[src/rtl/alu_share_arbiter.sv]
// Round-robin arbiter that time-shares one combinational ALU between two
// requesters, with latched operands and a registered result per operation.
module alu_share_arbiter #(
  parameter int WIDTH = 32,
  parameter int OPW   = 5
) (
  input  logic             clk,
  input  logic             rst,
  input  logic             req0_valid,
  output logic             req0_ready,
  input  logic [WIDTH-1:0] req0_a,
  input  logic [WIDTH-1:0] req0_b,
  input  logic [OPW-1:0]   req0_op,
  output logic             rsp0_valid,
  input  logic             rsp0_ready,
  output logic [WIDTH-1:0] rsp0_data,
  input  logic             req1_valid,
  output logic             req1_ready,
  input  logic [WIDTH-1:0] req1_a,
  input  logic [WIDTH-1:0] req1_b,
  input  logic [OPW-1:0]   req1_op,
  output logic             rsp1_valid,
  input  logic             rsp1_ready,
  output logic [WIDTH-1:0] rsp1_data,
  output logic [WIDTH-1:0] alu_a,
  output logic [WIDTH-1:0] alu_b,
  output logic [OPW-1:0]   alu_op,
  input  logic [WIDTH-1:0] alu_out
);

  typedef enum logic [1:0] {IDLE, EXEC, RESP} state_t;

  state_t           state_reg;
  logic             last_grant_reg;
  logic             owner_reg;
  logic [WIDTH-1:0] opa_reg;
  logic [WIDTH-1:0] opb_reg;
  logic [OPW-1:0]   op_reg;
  logic [WIDTH-1:0] result_reg;
  logic [1:0]       rsp_valid_reg;

  logic [1:0]       req_valid;
  logic [1:0]       rsp_ready;
  logic [1:0]       req_ready;
  logic             grant_next;
  logic             accept;

  assign req_valid = {req1_valid, req0_valid};
  assign rsp_ready = {rsp1_ready, rsp0_ready};

  // Contention goes to whoever was not served last; a lone requester always wins.
  always_comb begin
    grant_next = req_valid[1];
    if (req_valid == 2'b11) begin
      grant_next = ~last_grant_reg;
    end
  end

  // Gated by rst so nothing appears accepted during a reset cycle.
  assign accept = (state_reg == IDLE) && (|req_valid) && !rst;

  genvar gi;
  generate
    for (gi = 0; gi < 2; gi++) begin : g_req
      assign req_ready[gi] = accept && (grant_next == 1'(gi));
    end
  endgenerate

  always_ff @(posedge clk) begin
    if (rst) begin
      state_reg      <= IDLE;
      last_grant_reg <= 1'b1;
      owner_reg      <= 1'b0;
      opa_reg        <= '0;
      opb_reg        <= '0;
      op_reg         <= '0;
      result_reg     <= '0;
      rsp_valid_reg  <= 2'b00;
    end else begin
      case (state_reg)
        IDLE: begin
          if (accept) begin
            opa_reg   <= grant_next ? req1_a  : req0_a;
            opb_reg   <= grant_next ? req1_b  : req0_b;
            op_reg    <= grant_next ? req1_op : req0_op;
            owner_reg <= grant_next;
            state_reg <= EXEC;
          end
        end
        EXEC: begin
          result_reg    <= alu_out;
          rsp_valid_reg <= owner_reg ? 2'b10 : 2'b01;
          state_reg     <= RESP;
        end
        RESP: begin
          if (rsp_ready[owner_reg]) begin
            rsp_valid_reg  <= 2'b00;
            last_grant_reg <= owner_reg;
            state_reg      <= IDLE;
          end
        end
        default: begin
          rsp_valid_reg <= 2'b00;
          state_reg     <= IDLE;
        end
      endcase
    end
  end

  assign req0_ready = req_ready[0];
  assign req1_ready = req_ready[1];
  assign rsp0_valid = rsp_valid_reg[0];
  assign rsp1_valid = rsp_valid_reg[1];
  assign rsp0_data  = result_reg;
  assign rsp1_data  = result_reg;
  assign alu_a      = opa_reg;
  assign alu_b      = opb_reg;
  assign alu_op     = op_reg;

endmodule

[config.mk]
export PLATFORM = sky130hd
export DESIGN_NAME = alu_share_arbiter
export DESIGN_NICKNAME = d
export VERILOG_FILES = /design/src/rtl/alu_share_arbiter.sv
export SDC_FILE = /design/constraint.sdc
export NUM_CORES = 1
export LEC_CHECK = 0
export ABC_AREA = 1
export BUFFER_PORTS_ARGS = -buffer_cell sky130_fd_sc_hd__buf_2
export CORE_AREA = 3 3 120 122
export DETAILED_ROUTE_END_ITERATION = 10
export DIE_AREA = 0 0 123 125
export PLACE_DENSITY = 0.84
export SYNTH_ARGS = -nofsm -noshare
export SYNTH_HDL_FRONTEND = slang
export SYNTH_SLANG_ARGS = --single-unit
[constraint.sdc]
create_clock -name clk -period 1.34 [get_ports clk]
set_clock_uncertainty 0.15 [all_clocks]
set_input_delay 0.201 -clock clk [delete_from_list [all_inputs] [get_ports clk]]
set_output_delay 0.201 -clock clk [all_outputs]
set_load 0.03 [all_outputs]
==> out/qor.csv, run 1 <==
stage,metric,value,unit
setup_path,worst-path-stages,5,
cts,clock_path_buffers,2,
die,die_y,125,µm
setup_path,max_stage_delay,340,ps
cts,clock_sinks,107,
setup_path,slowest_stage,dfxtp_2,
setup_path,crit_buf_inv,2,
grt,busiest_layer,met2,
flow_run,cap_viol_max_count,0,
layout,fin_nets,1234,
setup_path,rr_startpoint,state_reg[1],
setup_path,ff2ff_path_depth,7,
timing,drv_slew,0,
synth,ys_ff_latch,107,
die,ios,313,
grt,grt_pass1_vias,5534,
timing,fin_crit_sh,1.21,
setup_path,cp.arrival,1260,ps
die,start_util,0.371,
timing,fin_tns_setup,-11470,ps
timing,slew_headroom,0.673,
cts,cts_tree,built,
cts,cts_made_buffers,9,
synth,synth_nets,912,
grt,grt.met1_usage,0.249,
cts,cts_max_level,3,
grt,gr-usage-met2,0.429,
route,drtIter0Drc,268,
setup_path,crit_start,state_reg[1],
setup_path,cp-endpoint,req1_ready,
timing,clock.fmax,619,MHz
setup_path,crit_type,register to output pin,
timing,hold_ws,35.7,ps
timing,rsz0062_at_grt,true,
setup_path,critPathTopFamily,flip-flops,
setup_path,cp_common_cell,nor2_4,
route,num_vias,5919,
outcome,violations,negative setup slack,
die,dieWidth,123,µm
setup_path,required,990,ps
die,rows,42,
route,via_per_inst,4.77,
timing,worst_slack,-275,ps
timing,hold_viol,0,
grt,overflow,0,
route,dr.pass1.iters,5,
grt,grt_start_max_net_pins,45,
grt,grt_pass1_wl,27.7,mm
layout,area_growth,56.6,%
layout,layout-drive-gt1-share,0.373,
placement,hpwl,12.3,mm
cts,worstSkewPairLatency,340,ps
setup_path,r2r-end,alu_b[10],
layout,fin_cells,1240,
die,coreArea,0.0133,mm²
placement,dp_cells,1167,
min_path,hold_class,input port to register,
setup_path,crit_chain,nor2_4 -> nand3_4 -> buf_8 -> nor2_4 -> buf_6,
route,final_antenna_net_count,0,
pwr,peakVddDrop,595,µV
route,drcViolationCount,0,
synth,yosysWarnings,0,
synth,seq_area_frac_synth,0.434,
timing,finalSetupViolations,71,
placement,dp_slack,-158,ps
synth,avgSynthCellArea,6.71,µm²
pwr,p_leak,4.04,nW
grt,antenna_found_initial,1,
route,drt_wl_total,18.6,mm
setup_path,cp_max_fo,3,
layout,final_util,0.581,
placement,portBuffers,312,
timing,tightest_slew,490,ps
die,dieArea,0.0154,mm²
grt,grt_use_met3,0.0537,
synth,syn-cell-area,0.00494,mm²
cts,root_buffer,clkbuf_16,
route,routedWlPerCell,15.0,µm
synth,syn_inst,736,
cts,clk_pin_slew,70,ps
pwr,power_density,1160,mW/mm²
outcome,status,finished with violations,
setup_path,reg2reg_slack,-220,ps
synth,ys_types,18,
grt,track_usage,0.229,
setup_path,crit_path_start_kind,register,
setup_path,critPathCaptureType,output pin,
placement,place.gp.congestion,0.828,
timing,period_needed,1610,ps
[final cells by class]
type	instances	area, µm²
Fill cell	1207	5570
Timing Repair Buffer	396	2730
Multi-Input combinational cell	536	2310
Sequential cell	107	2150
Clock buffer	12	246
Tap cell	176	220
Inverter	8	43.8
Clock inverter	4	26.3
Antenna cell	1	2.50
[kinds of logic (layout without fill, tap and decap cells)]
kind of cell | Yosys count | count (layout) | synth area share
and+or+nand+nor | 429 | 429 | 0.348
buffers and inverters | 93 | 420 | 0.109
AOI/OAI and AO/OA | 107 | 107 | 0.109
DFF | 107 | 107 | 0.434
other | 0 | 1 | 0
[synthesized netlist by cell type]
master / instances / area (µm²)
a21oi_1: 74 / 370
buf_1: 2 / 7.51
buf_2: 10 / 50.1
buf_4: 47 / 353
clkbuf_1: 26 / 97.6
clkinv_1: 1 / 3.75
dfxtp_1: 107 / 2140
inv_1: 5 / 18.8
inv_2: 2 / 7.51
nand2_1: 289 / 1080
nand2_2: 1 / 6.26
nand3_1: 70 / 350
nand3_4: 1 / 17.5
nor2_1: 66 / 248
nor2_2: 1 / 6.26
nor3_1: 1 / 5.00
o211ai_1: 1 / 7.51
o21ai_0: 32 / 160
[cells in the final DEF (no fill, tap or decap), drive strengths merged]
cell type,synthesis,layout
nor2,67,67
clkinv,1,4
dlygate4sd3,0,31
bufbuf,0,4
a21oi,74,74
nand2,290,290
o211ai,1,1
diode,0,1
clkbuf,26,12
inv,7,7
dfxtp,107,107
clkinvlp,0,1
o21ai,32,32
nand3,71,71
nor3,1,1
buf,59,361
[power by group]
part           total [W]  switching (W)  internal, W
registers        0.00359       0.000159      0.00344
clock network    0.00246        0.00115      0.00131
logic            0.00291        0.00173      0.00117
total            0.00896        0.00304      0.00592
[worst min-delay path by stage]
stage / slack, ps / from / endpoint / cells past startpoint
final: 40 / req0_a[26] / alu_a[26] / 5
after CTS: 20 / alu_out[31] / rsp0_data[31] / 3
after floorplan: 220 / alu_out[0] / rsp0_data[0] / 2
after detailed placement: 300 / alu_b[15] / alu_b[15] / 2
after global placement: 300 / alu_b[19] / alu_b[19] / 2
after global routing: 20 / alu_out[31] / rsp0_data[31] / 3
[timing repair]
action / 4_1_cts / 5_1_grt
gates resized for setup: 34 / 5
buffers inserted: 11 / 4
endpoints found under the hold margin: 31 / 0
setup endpoints to repair: 73 / 86
hold buffers: 31 / 0
cloned: 10 / 0
pin swaps: 4 / 2
[through the flow]
step           power (W)  cell area (µm²)
2_1_floorplan    0.00531             4950
3_3_place_gp     0.00606             6560
3_5_place_dp     0.00610             6560
4_1_cts          0.00900             7670
5_1_grt          0.00942             7730
6_report         0.00896             7730
[layer usage]
layer,part of all wire,routed length (µm)
met1,0.37,6860
met2,0.52,9620
met3,0.094,1740
met4,0.019,348
met5,0,0
[worst register-to-register path, stage by stage, from the launching register on]
cell	delay, ps
dfxtp_2	340
nor2_4	130
nand3_4	110
buf_8	140
buf_4	160
bufbuf_16	280
nand2_1	60
a21oi_1	50
Power figures use the tool's default switching activity.
==> run 2: changes to the inputs <==
--- a/config.mk
+++ b/config.mk
@@ -7,10 +7,11 @@
 export LEC_CHECK = 0
 export ABC_AREA = 1
 export BUFFER_PORTS_ARGS = -buffer_cell sky130_fd_sc_hd__buf_2
-export CORE_AREA = 3 3 120 122
+export CORE_AREA = 2 2 123 125
 export DETAILED_ROUTE_END_ITERATION = 10
-export DIE_AREA = 0 0 123 125
-export PLACE_DENSITY = 0.84
+export DIE_AREA = 0 0 125 127
+export PLACE_DENSITY = 0.8
 export SYNTH_ARGS = -nofsm -noshare
 export SYNTH_HDL_FRONTEND = slang
 export SYNTH_SLANG_ARGS = --single-unit
+export TNS_END_PERCENT = 5
==> run 2 against run 1 <==
The run still ends with negative setup slack left. Wire length grew 1.4%. Total power grew 1.2%. Sequential share of layout area grew 0.061 points. Non-clock buffer count shrank 8. Highest routed layer unchanged.
==> out/qor.csv, run 2 (synthesized netlist as in run 1, its figures left out) <==
stage,metric,value,unit,change
outcome,status,finished with violations,,unchanged
outcome,violations,negative setup slack,,unchanged
layout,final.fill_count,1383,,was 1207
die,dieArea,0.0159,mm²,was 0.0154 mm²
grt,antenna_found_initial,0,,was 1
min_path,hold_class,input port to register,,unchanged
setup_path,critPathCaptureType,output pin,,unchanged
layout,mostFrequentLayoutCells,"309 x buf_2, 273 x nand2_1, 103 x dfxtp_1",,"was 308 x buf_2, 286 x nand2_1, 104 x dfxtp_1"
cts,cts_max_level,3,,unchanged
setup_path,crit_type,register to output pin,,unchanged
setup_path,cp.arrival,1330,ps,was 1260 ps
die,rows,44,,was 42
setup_path,slowest_stage,dfxtp_2,,unchanged
pwr,power_switching,0.00314,W,was 0.00304 W
layout,layout-drive-gt1-share,0.391,,was 0.373
cts,root_buffer,clkbuf_16,,unchanged
layout,fin_area,0.00771,mm²,was 0.00773 mm²
route,drtIter0Drc,346,,was 268
pwr,power,0.00907,W,was 0.00896 W
layout,diodes,0,,was 1
pwr,p_int,0.00593,W,was 0.00592 W
layout,area_growth,56.3,%,was 56.6%
timing,drv_slew,0,,unchanged
setup_path,crit_start,state_reg[1],,unchanged
timing,hold_viol,0,,unchanged
layout,fin_nets,1226,,was 1234
die,die_y,127,µm,was 125 µm
pwr,p_leak,3.99,nW,was 4.04 nW
setup_path,max_stage_delay,340,ps,about the same
setup_path,crit_path_start_kind,register,,unchanged
timing,finalSetupViolations,72,,was 71
route,top_layer_used,met4,,unchanged
timing,fin_crit_sh,1.25,,was 1.21
cts,clock_sinks,107,,unchanged
cts,worstSkewPairLatency,340,ps,about the same
timing,worst_slack,-337,ps,was -275 ps
route,final_antenna_net_count,0,,unchanged
min_path,hp-start,req0_a[8],,was req0_a[26]
route,num_vias,5999,,was 5919
grt,grt_pass1_wl,28.0,mm,was 27.7 mm
timing,tightest_slew,361,ps,was 490 ps
grt,grt_start_max_net_pins,70,,was 45
pwr,p_sw_frac,0.346,,was 0.339
grt,grt_pass1_vias,5598,,was 5534
cts,cts_tree,built,,unchanged
pwr,peakVddDrop,621,µV,was 595 µV
pwr,pwr-share-clk,0.285,,was 0.275
setup_path,required,990,ps,about the same
timing,period_needed,1680,ps,was 1610 ps
flow_run,cap_viol_max_count,0,,unchanged
route,dr.pass1.iters,5,,unchanged
route,wl_met1,7.31,mm,was 6.86 mm
die,coreArea,0.0144,mm²,was 0.0133 mm²
setup_path,crit_chain,nor2_4 -> nand3_4 -> buf_12 -> a21oi_4 -> buf_6,,was nor2_4 -> nand3_4 -> buf_8 -> nor2_4 -> buf_6
pwr,power_density,1180,mW/mm²,was 1160 mW/mm²
placement,post_dp_cell_area,0.00653,mm²,was 0.00656 mm²
die,start_util,0.342,,was 0.371
timing,rsz0062_at_grt,true,,unchanged
route,drt_wl_total,18.8,mm,was 18.6 mm
cts,clk_pin_slew,80,ps,was 70 ps
timing,hold_ws,35.6,ps,was 35.7 ps
grt,track_usage,0.218,,was 0.229
pwr,pwr-share-seq,0.396,,was 0.401
die,dieWidth,125,µm,was 123 µm
route,routedWlPerCell,15.2,µm,was 15.0 µm
placement,portBuffers,312,,unchanged
die,ios,313,,unchanged
cts,clock_path_buffers,2,,unchanged
cts,cts_made_buffers,9,,unchanged
grt,overflow,0,,unchanged
route,wl_met3,1.52,mm,was 1.74 mm
placement,hpwl,11.4,mm,was 12.3 mm
timing,fin_tns_setup,-13060,ps,was -11470 ps
setup_path,cp_max_fo,4,,was 3
pwr,p_comb_frac,0.319,,was 0.324
timing,slew_headroom,0.759,,was 0.673
route,wl_met2,9.61,mm,was 9.62 mm
route,drcViolationCount,0,,unchanged
timing,clock.fmax,596,MHz,was 619 MHz
setup_path,rr_startpoint,state_reg[1],,unchanged
placement,place.gp.congestion,0.838,,was 0.828
route,via_per_inst,4.84,,was 4.77
layout,layout_commonest_cell,buf_2,,unchanged
==> run 2: cell types whose count changed in the layout (fill, tap and decap cells not counted), sizes merged <==
cell and change:
clkinv -1, diode -1, dlygate4sd3 +1, inv +2, bufbuf -4, buf -12
clkbuf +6
==> run 2: layout make-up <==
class                   instances  area [µm²]  area share
inverters                       8        42.5     0.00551
clock inverters                 5        35.0     0.00454
multi-input cells             536        2370       0.308
flip-flops and latches        107        2150       0.278
clock buffers                  11         253      0.0328
repair buffers                388        2630       0.341
well taps                     184         230      0.0298
==> run 2: worst max-delay path: cells and delay by family, from the launching register on <==
kind	cells	cell delay, ps
buf+inv	2	290
simple gates	2	220
compound gates	1	120
flops	1	340
==> run 2: path summary, 6_finish.rpt <==
check                           cells after the start  slack, ps          to
worst min register to register                      2        310    alu_b[7]
worst max register to register                      9       -320   alu_b[14]
worst max-delay path                                5       -340  req0_ready
worst min-delay path                                5         40    alu_a[8]
==> run 2: power groups by stage <==
stage	sequential [W]	clock, W	combinational [W]
after floorplan	0.00412	0	0.00118
after global placement	0.00364	0	0.00240
after detailed placement	0.00365	0	0.00242
after CTS	0.00358	0.00265	0.00270
after global routing	0.00362	0.00280	0.00312
final	0.00359	0.00258	0.00290
==> run 2: what timing repair did <==
| item | in CTS | in global routing |
|---|---|---|
| cloned | 6 | 7 |
| buffers inserted | 4 | 4 |
| hold endpoints to repair | 32 | 0 |
| resized for setup | 22 | 46 |
| pin swaps | 3 | 1 |
| setup endpoints to repair | 72 | 107 |
| hold buffers | 32 | 0 |
==> run 2: per-layer routing <==
layer	GRT usage	vias to the layer above
met2	0.397	306
met5	0	-
li1	-	2955
met4	0.0810	0
met3	0.0444	33
met1	0.253	2705
==> run 2: through the flow <==
step / setup slack, ps / std cells / utilization
CTS: -352 / 1228 / 0.514
finish: -337 / 1239 / 0.535
global route: -405 / 1239 / 0.535
detailed placement: -131 / 1170 / 0.453
global placement: -108 / 1170 / 0.453
floorplan: -37.9 / 736 / -
